===== src/rtl/activation_skew_feeder.sv =====
// Left-edge activation feeder for the systolic grid: vector FIFO, diagonal skew, tile flush.
// Optional SKEW_FEEDER_PERF_EN adds a saturating stall_count output.
module activation_skew_feeder #(
  parameter int N          = 4,
  parameter int DATA_WIDTH = 8,
  parameter int DEPTH      = 4
) (
  input  logic                      clk,
  input  logic                      reset,
  input  logic                      in_valid,
  output logic                      in_ready,
  input  logic [N*DATA_WIDTH-1:0]   in_data,
  input  logic                      in_last,
  output logic [N*DATA_WIDTH-1:0]   out_data,
  output logic                      grid_enable,
  output logic                      tile_done,
`ifdef SKEW_FEEDER_PERF_EN
  output logic                      busy,
  output logic [31:0]               stall_count
`else
  output logic                      busy
`endif
);

  localparam int W  = N * DATA_WIDTH;
  localparam int AW = $clog2(DEPTH);
  localparam int CW = $clog2(2 * N);

  typedef enum logic [1:0] {IDLE, STREAM, DRAIN, DONE} state_t;

  state_t          state, next_state;
  logic [W:0]      mem [DEPTH];
  logic [AW:0]     wr_ptr, rd_ptr;
  logic [CW-1:0]   drain_cnt;
  logic            fifo_full, fifo_empty;
  logic            push, pop, adv;
  logic [W:0]      head;
  logic [W-1:0]    feed;

  // Pointers carry one extra wrap bit so full and empty are distinguishable.
  assign fifo_empty = (wr_ptr == rd_ptr);
  assign fifo_full  = (wr_ptr[AW] != rd_ptr[AW]) && (wr_ptr[AW-1:0] == rd_ptr[AW-1:0]);
  assign in_ready   = !fifo_full;
  assign push       = in_valid && !fifo_full;
  assign head       = mem[rd_ptr[AW-1:0]];
  assign pop        = (state == STREAM) && !fifo_empty;
  assign adv        = pop || (state == DRAIN);
  assign feed       = (state == STREAM) ? head[W-1:0] : '0;
  assign tile_done  = (state == DONE);
  assign busy       = (state != IDLE);

  always_ff @(posedge clk) begin
    if (push) mem[wr_ptr[AW-1:0]] <= {in_last, in_data};
  end

  always_ff @(posedge clk or negedge reset) begin
    if (!reset) begin
      wr_ptr      <= '0;
      rd_ptr      <= '0;
      state       <= IDLE;
      drain_cnt   <= '0;
      grid_enable <= 1'b0;
    end else begin
      if (push) wr_ptr <= wr_ptr + 1'b1;
      if (pop)  rd_ptr <= rd_ptr + 1'b1;
      state       <= next_state;
      grid_enable <= adv;
      if (pop && head[W])
        drain_cnt <= CW'(2 * N - 1);
      else if (state == DRAIN)
        drain_cnt <= drain_cnt - 1'b1;
    end
  end

  always_comb begin
    next_state = state;
    case (state)
      IDLE:    if (!fifo_empty) next_state = STREAM;
      STREAM:  if (pop && head[W]) next_state = DRAIN;
      DRAIN:   if (drain_cnt == CW'(1)) next_state = DONE;
      DONE:    next_state = IDLE;
      default: next_state = IDLE;
    endcase
  end

  // Lane g is a (g+1)-deep shift chain; its tail drives grid row g.
  for (genvar g = 0; g < N; g++) begin : g_lane
    logic [(g+1)*DATA_WIDTH-1:0] sr;
    if (g == 0) begin : g_head
      always_ff @(posedge clk or negedge reset) begin
        if (!reset)   sr <= '0;
        else if (adv) sr <= feed[DATA_WIDTH-1:0];
      end
    end else begin : g_chain
      always_ff @(posedge clk or negedge reset) begin
        if (!reset)   sr <= '0;
        else if (adv) sr <= {sr[g*DATA_WIDTH-1:0], feed[g*DATA_WIDTH +: DATA_WIDTH]};
      end
    end
    assign out_data[g*DATA_WIDTH +: DATA_WIDTH] = sr[(g+1)*DATA_WIDTH-1 -: DATA_WIDTH];
  end

`ifdef SKEW_FEEDER_PERF_EN
  always_ff @(posedge clk or negedge reset) begin
    if (!reset)
      stall_count <= '0;
    else if (next_state == DONE && state != DONE)
      stall_count <= '0;
    else if (state == STREAM && fifo_empty && stall_count != '1)
      stall_count <= stall_count + 1'b1;
  end
`endif

endmodule


===== config.mk =====
export PLATFORM = sky130hd
export DESIGN_NAME = activation_skew_feeder
export DESIGN_NICKNAME = d
export VERILOG_FILES = /design/src/rtl/activation_skew_feeder.sv
export SDC_FILE = /design/constraint.sdc
export NUM_CORES = 1
export LEC_CHECK = 0
export ABC_CLOCK_PERIOD_IN_PS = 3300
export CORE_AREA = 2 2 177 179
export CTS_BUF_LIST = sky130_fd_sc_hd__clkbuf_16
export DETAILED_ROUTE_END_ITERATION = 7
export DIE_AREA = 0 0 179 181
export PLACE_DENSITY = 0.5
export SKIP_CTS_REPAIR_TIMING = 1
export SLEW_MARGIN = 30
export SYNTH_ARGS = -nofsm -noshare
export SYNTH_HDL_FRONTEND = slang
export SYNTH_SLANG_ARGS = --single-unit

===== constraint.sdc =====
create_clock -name clk -period 3.3 [get_ports clk]
set_input_delay 0.66 -clock clk [delete_from_list [all_inputs] [get_ports clk]]
set_output_delay 0.66 -clock clk [all_outputs]
set_load 0.02 [all_outputs]

# Word-level counts from Yosys, hierarchy flattened
# Memory sizes are Yosys's and may differ from the RTL's.
# Cells that the tools add are included.
[op_classes]
n_addsub = 3
multipliers = 0
div = 0
order_cmp = 0
eq_ne = 10
shift = 0
n_mux = 9
n_bitwise = 0
reduce_logical = 11
[op_table]
columns = ["cell", "n"]
rows = [
  ["32-bit 2-to-1 mux", 1],
  ["2-bit case mux with 4 select lines", 1],
  ["3-bit by 1-bit adder with 3-bit output, second input constant", 2],
  ["2-bit 2-to-1 mux", 3],
  ["3-bit 2-to-1 mux", 2],
  ["2-bit == test, second input constant", 2],
  ["1-bit logical AND", 4],
  ["2-bit by 1-bit inequality test with 1-bit output, second input constant", 2],
  ["2-bit nonzero test", 2],
  ["3-bit by 1-bit == test with 1-bit output, second input constant", 1],
  ["3-bit == test", 1],
  ["3-bit AND reduction", 1],
  ["3-bit by 1-bit subtractor with 3-bit output, second input constant", 1],
  ["2-bit by 1-bit == test with 1-bit output, second input constant", 1],
  ["2-bit == test", 1],
  ["1-bit logical NOT", 2],
  ["2-bit logical NOT", 1],
  ["1-bit 2-to-1 mux", 2],
  ["2-bit inequality test, second input constant", 1],
  ["1-bit logical OR", 1],
  ["1-bit inequality test", 1],
]
[word_totals]
regBits = 92
latchBits = 0
ram_bits = 132
romBits = 0
in_bits = 36
output_inout_bits = 36
elab_cells = 43
mem_count = 1
[mem_list]
columns = ["name", "depth", "word_bits", "read_ports", "rd_clocked_by_memory_dff", "write_ports", "line", "rtl"]
rows = [
  ["mem", 4, 33, 1, 0, 1, "32", "logic [W:0] mem [DEPTH];"],
]

# Depth between registers and ports, before layout
[depth]
depth_word = 6
depth_mapped = 8
depth_no_buf = 6

# Worst setup path before layout
# OpenSTA, ideal clock, no wires.
[synth_path]
path_kind = "reg-to-reg"
from = "register rd_ptr[1]"
to = "memory mem[3][0] in the netlist's numbering, enable pin"
setup_ps = 395
arrival_ps = 1988
required_time_ps = 2905
setup_slack_ps = 918
stages_incl_launch_ff = 5
n_path_buf = 1
synth_period_minus_slack_ps = 2382
path_cell_list = "dfrtp_1 -> buf_4 -> xnor2_2 -> a31oi_1 -> and2_1"
[synth_between]
elab_chain_len = 6
[synth_lines]
columns = ["item", "line", "rtl"]
rows = [
  ["start, declared", "33", "logic [AW:0] wr_ptr, rd_ptr;"],
  ["start signal, assigned", "65", "if (pop) rd_ptr <= rd_ptr + 1'b1;"],
  ["2-bit == test", "42", "assign fifo_full = (wr_ptr[AW] != rd_ptr[AW]) && (wr_ptr[AW-1:0] == rd_ptr[AW-1:0]);"],
  ["1-bit logical AND", "42", ""],
  ["1-bit logical NOT", "44", "assign push = in_valid && !fifo_full;"],
  ["1-bit logical AND", "44", ""],
  ["1-bit 2-to-1 mux", "53", "if (push) mem[wr_ptr[AW-1:0]] <= {in_last, in_data};"],
  ["1-bit 2-to-1 mux (not written as such)", "53", ""],
  ["end, declared", "32", ""],
]
# Every way passes these cells.

# Final worst setup path
[layout_path]
from = "register wr_ptr[0]"
to = "output in_ready"
[layout_between]
elab_chain_len = 3
[layout_lines]
columns = ["item", "line", "rtl"]
rows = [
  ["start, declared", "33", ""],
  ["start signal, assigned", "64", "if (push) wr_ptr <= wr_ptr + 1'b1;"],
  ["2-bit == test", "42", ""],
  ["1-bit logical AND", "42", ""],
  ["1-bit logical NOT", "43", "assign in_ready = !fifo_full;"],
  ["end, declared", "11", "output logic in_ready,"],
]
# Every way passes these cells.

==> out/summary.txt <==
Status: finished, final reports clean
Switching Power: 0.003091 W
CP endpoint kind: output port
Fillers: 2816
Number of global-route vias before repair: 4601
H-tree depth: 1
Total CTS buffers: 24
Via/cell ratio: 4.224
Commonest cells in the netlist: 132 x edfxtp_1, 92 x dfrtp_1, 47 x mux2_4, 43 x inv_1, 40 x nand2_1
Switching share of power: 30.84%
Core area: 30350 µm²
Syn_nets: 553
Final Hold Vio Count: 0
Final Setup Violations: 0
Die H: 181 µm
Worst hold slack: 242.6 ps
Clock power frac: 26.1%
Worst clock skew: 10.31 ps
Total of max-cap violations: 0
Clk slew on worst S/H paths: 60 ps
RSZ-0062 raised after global routing: false
Fin crit share: 79.48%
Setup CP Type: reg -> out
N_diodes: 0
Clock sink total: 224
Min setup slack post-route: 677.3 ps
Internal: 0.006933 W
Area contributors post-synth: edfxtp_1 44%, dfrtp_1 25%, mux4_2 8.2%, mux2_4 7.8%, mux2i_1 3.5%
FF+latch count, synth: 224
Post-DP HPWL: 10260 µm
Crit path required time: 2640 ps
Main flop type after synthesis: edfxtp_1
Startpoint Class: flip-flop
Clock Path Buffers: 3
Share of cells above drive strength 1: 25.00%
Via count: 4156
Setup TNS Final: 0 ps
Final min period: 2623 ps
Cell Pwr Density: 919.5 nW/µm²
Leak: 4.302 nW
Worst R2R Setup Slack: 920 ps
Syn Area/Cell: 17.98 µm²
CTS tree: built
Rows: 64
Synth warn: 0
Finished Core Util: 35.92%
Post-route DRC: 0
CTS Root Cell: clkbuf_16
Simple-gate portion of the synthesized area: 2.371%
Final Max Slew Viols: 0
TritonRoute pass-1 iters: 4
Synthesized cell area: 9077 µm²
Placer Congestion: 0.6550
Mux cell area share after synthesis: 19.86%
Non-Filler Instances: 984
First-pass GRT wire length: 26390 µm
Full die area: 32400 µm²
CP Max Fanout: 4
I/O pin cnt: 72
Adder-cell share of the synthesized area: 1.654%
Flop pwr share: 39.4%
Register area share after synthesis: 69.03%
Setup WS pre-CTS: 658.3 ps
Hold Crit Class: in -> async
I/O Buffers: 71
Reg-to-reg startpoint: rd_ptr[0]
Initial Utilization: 29.91%
Post-DR wirelength/cell: 16.54 µm
Maximum vdd drop: 0.3866 mV
Die W: 179 µm
Antenna violations before repair: 0
Global-route usage over all layers: 10.48%
Synth area leader: edfxtp_1
Max Clk Rate: 381.3 MHz
Post-synth ARST share: 41.07%
Area of the multi-input gates: 2338 µm²
Measured slew at the worst slew-check pin: 829.3 ps
DRT iter0 DRCs: 240
Comb pwr share: 34.5%
Most common cell in the netlist: edfxtp_1
P&R area growth vs syn: 20.10%
Final ANT Viol Nets: 0
Clk_lat worst skew: 510 ps
Synthesized instance count: 505
Placed insts: 940
Largest net degree at the start of global routing: 61
Slew HR: 44.72%
Compound-Gate Fraction of Synth Area: 0.6616%
XOR/XNOR Fraction of Synth Area: 1.130%
Top-area cell type share of the netlist area: 43.67%
Yosys cell types: 26
Sequential cell area: 6269 µm²
Fin nets: 618
Post-synth EDFFs: 132
R2r endpoint: state[1]
Gr ovfl total: 0
FF-to-FF path depth: 5
Crit path DAT: 1960 ps
Combinational family with the most area after synthesis: multiplexers
Drt total wl: 16280 µm
==> worst max path at each step <==
stage	from	to
after floorplan	rd_ptr[1]	mem[3][0]
after global placement	in_valid	mem[2][12]
after detailed placement	in_valid	mem[3][12]
after CTS	wr_ptr[0]	in_ready
after global routing	wr_ptr[0]	in_ready
final	wr_ptr[0]	in_ready
==> power groups by stage <==
stage          Sequential (W)  Combinational (W)  Clock (W)
6_report              0.00395            0.00345    0.00262
2_1_floorplan         0.00396            0.00275          0
5_1_grt               0.00403            0.00378    0.00282
3_5_place_dp          0.00402            0.00354          0
4_1_cts               0.00396            0.00355    0.00270
3_3_place_gp          0.00398            0.00347          0
==> state kept, by name, indices dropped and copies added (netlist names) <==
name / count
drain_cnt: 3
g_lane.sr: 80
grid_enable: 1
mem: 132
rd_ptr: 3
state: 2
wr_ptr: 3
==> placed cells by master (no fill, tap or decap), types with 2 or more instances in the layout <==
| cell type | instances |
|---|---|
| mux2_4 | 47 |
| buf_12 | 4 |
| o21ai_0 | 3 |
| bufinv_16 | 2 |
| mux2i_1 | 32 |
| clkinv_1 | 5 |
| clkinv_2 | 6 |
| mux4_2 | 33 |
| xnor2_2 | 2 |
| and2_2 | 4 |
| xnor2_1 | 4 |
| dfrtp_2 | 2 |
| xor2_1 | 4 |
| clkdlybuf4s50_1 | 70 |
| dfrtp_1 | 90 |
| mux2_2 | 3 |
| nand2_1 | 40 |
| clkbuf_16 | 25 |
| edfxtp_1 | 132 |
| ha_1 | 11 |
| clkinvlp_4 | 3 |
| nand3_1 | 2 |
| inv_1 | 43 |
| buf_4 | 10 |
==> final cells by class <==
| type | count | share of cell area (%) |
|---|---|---|
| clock inverter | 19 | 1.435 |
| clock buffer | 25 | 5.739 |
| inverter | 43 | 1.481 |
| tap | 396 | 4.545 |
| multi-input combinational | 193 | 21.45 |
| sequential | 224 | 57.50 |
| timing repair buffer | 84 | 7.850 |
==> metrics by stage <==
| stage | area (µm²) | power [W] |
|---|---|---|
| after floorplan | 9077 | 0.006713 |
| after global placement | 10120 | 0.007455 |
| after detailed placement | 10120 | 0.007557 |
| after CTS | 10900 | 0.01021 |
| after global routing | 10900 | 0.01062 |
| final | 10900 | 0.01002 |
==> cell families (layout without fill, tap and decap cells) <==
group,Yosys count,in the layout
xor gates and xnor gates,10,10
and+or+nand+nor,49,49
adders and majority gates,12,12
AOI/OAI and AO/OA,7,7
buffers and inverters,88,171
DFF,224,224
muxes,115,115
==> routing by layer <==
layer | track usage, % | wire (µm) | part of all wire [%] | vias up
li1 | - | - | - | 1929
met1 | 13.40 | 6975 | 43 | 2127
met2 | 17.77 | 8208 | 50 | 76
met3 | 2.336 | 774 | 4.8 | 24
met4 | 2.959 | 320 | 2.0 | 0
met5 | 0 | 0 | 0 | -
==> worst max-delay path, cell delays in order (launching register included) <==
cell and delay, ps:
dfrtp_1 450, xnor2_2 320, nand3_1 120, clkdlybuf4s50_1 560
Power figures use the tool's default switching activity.
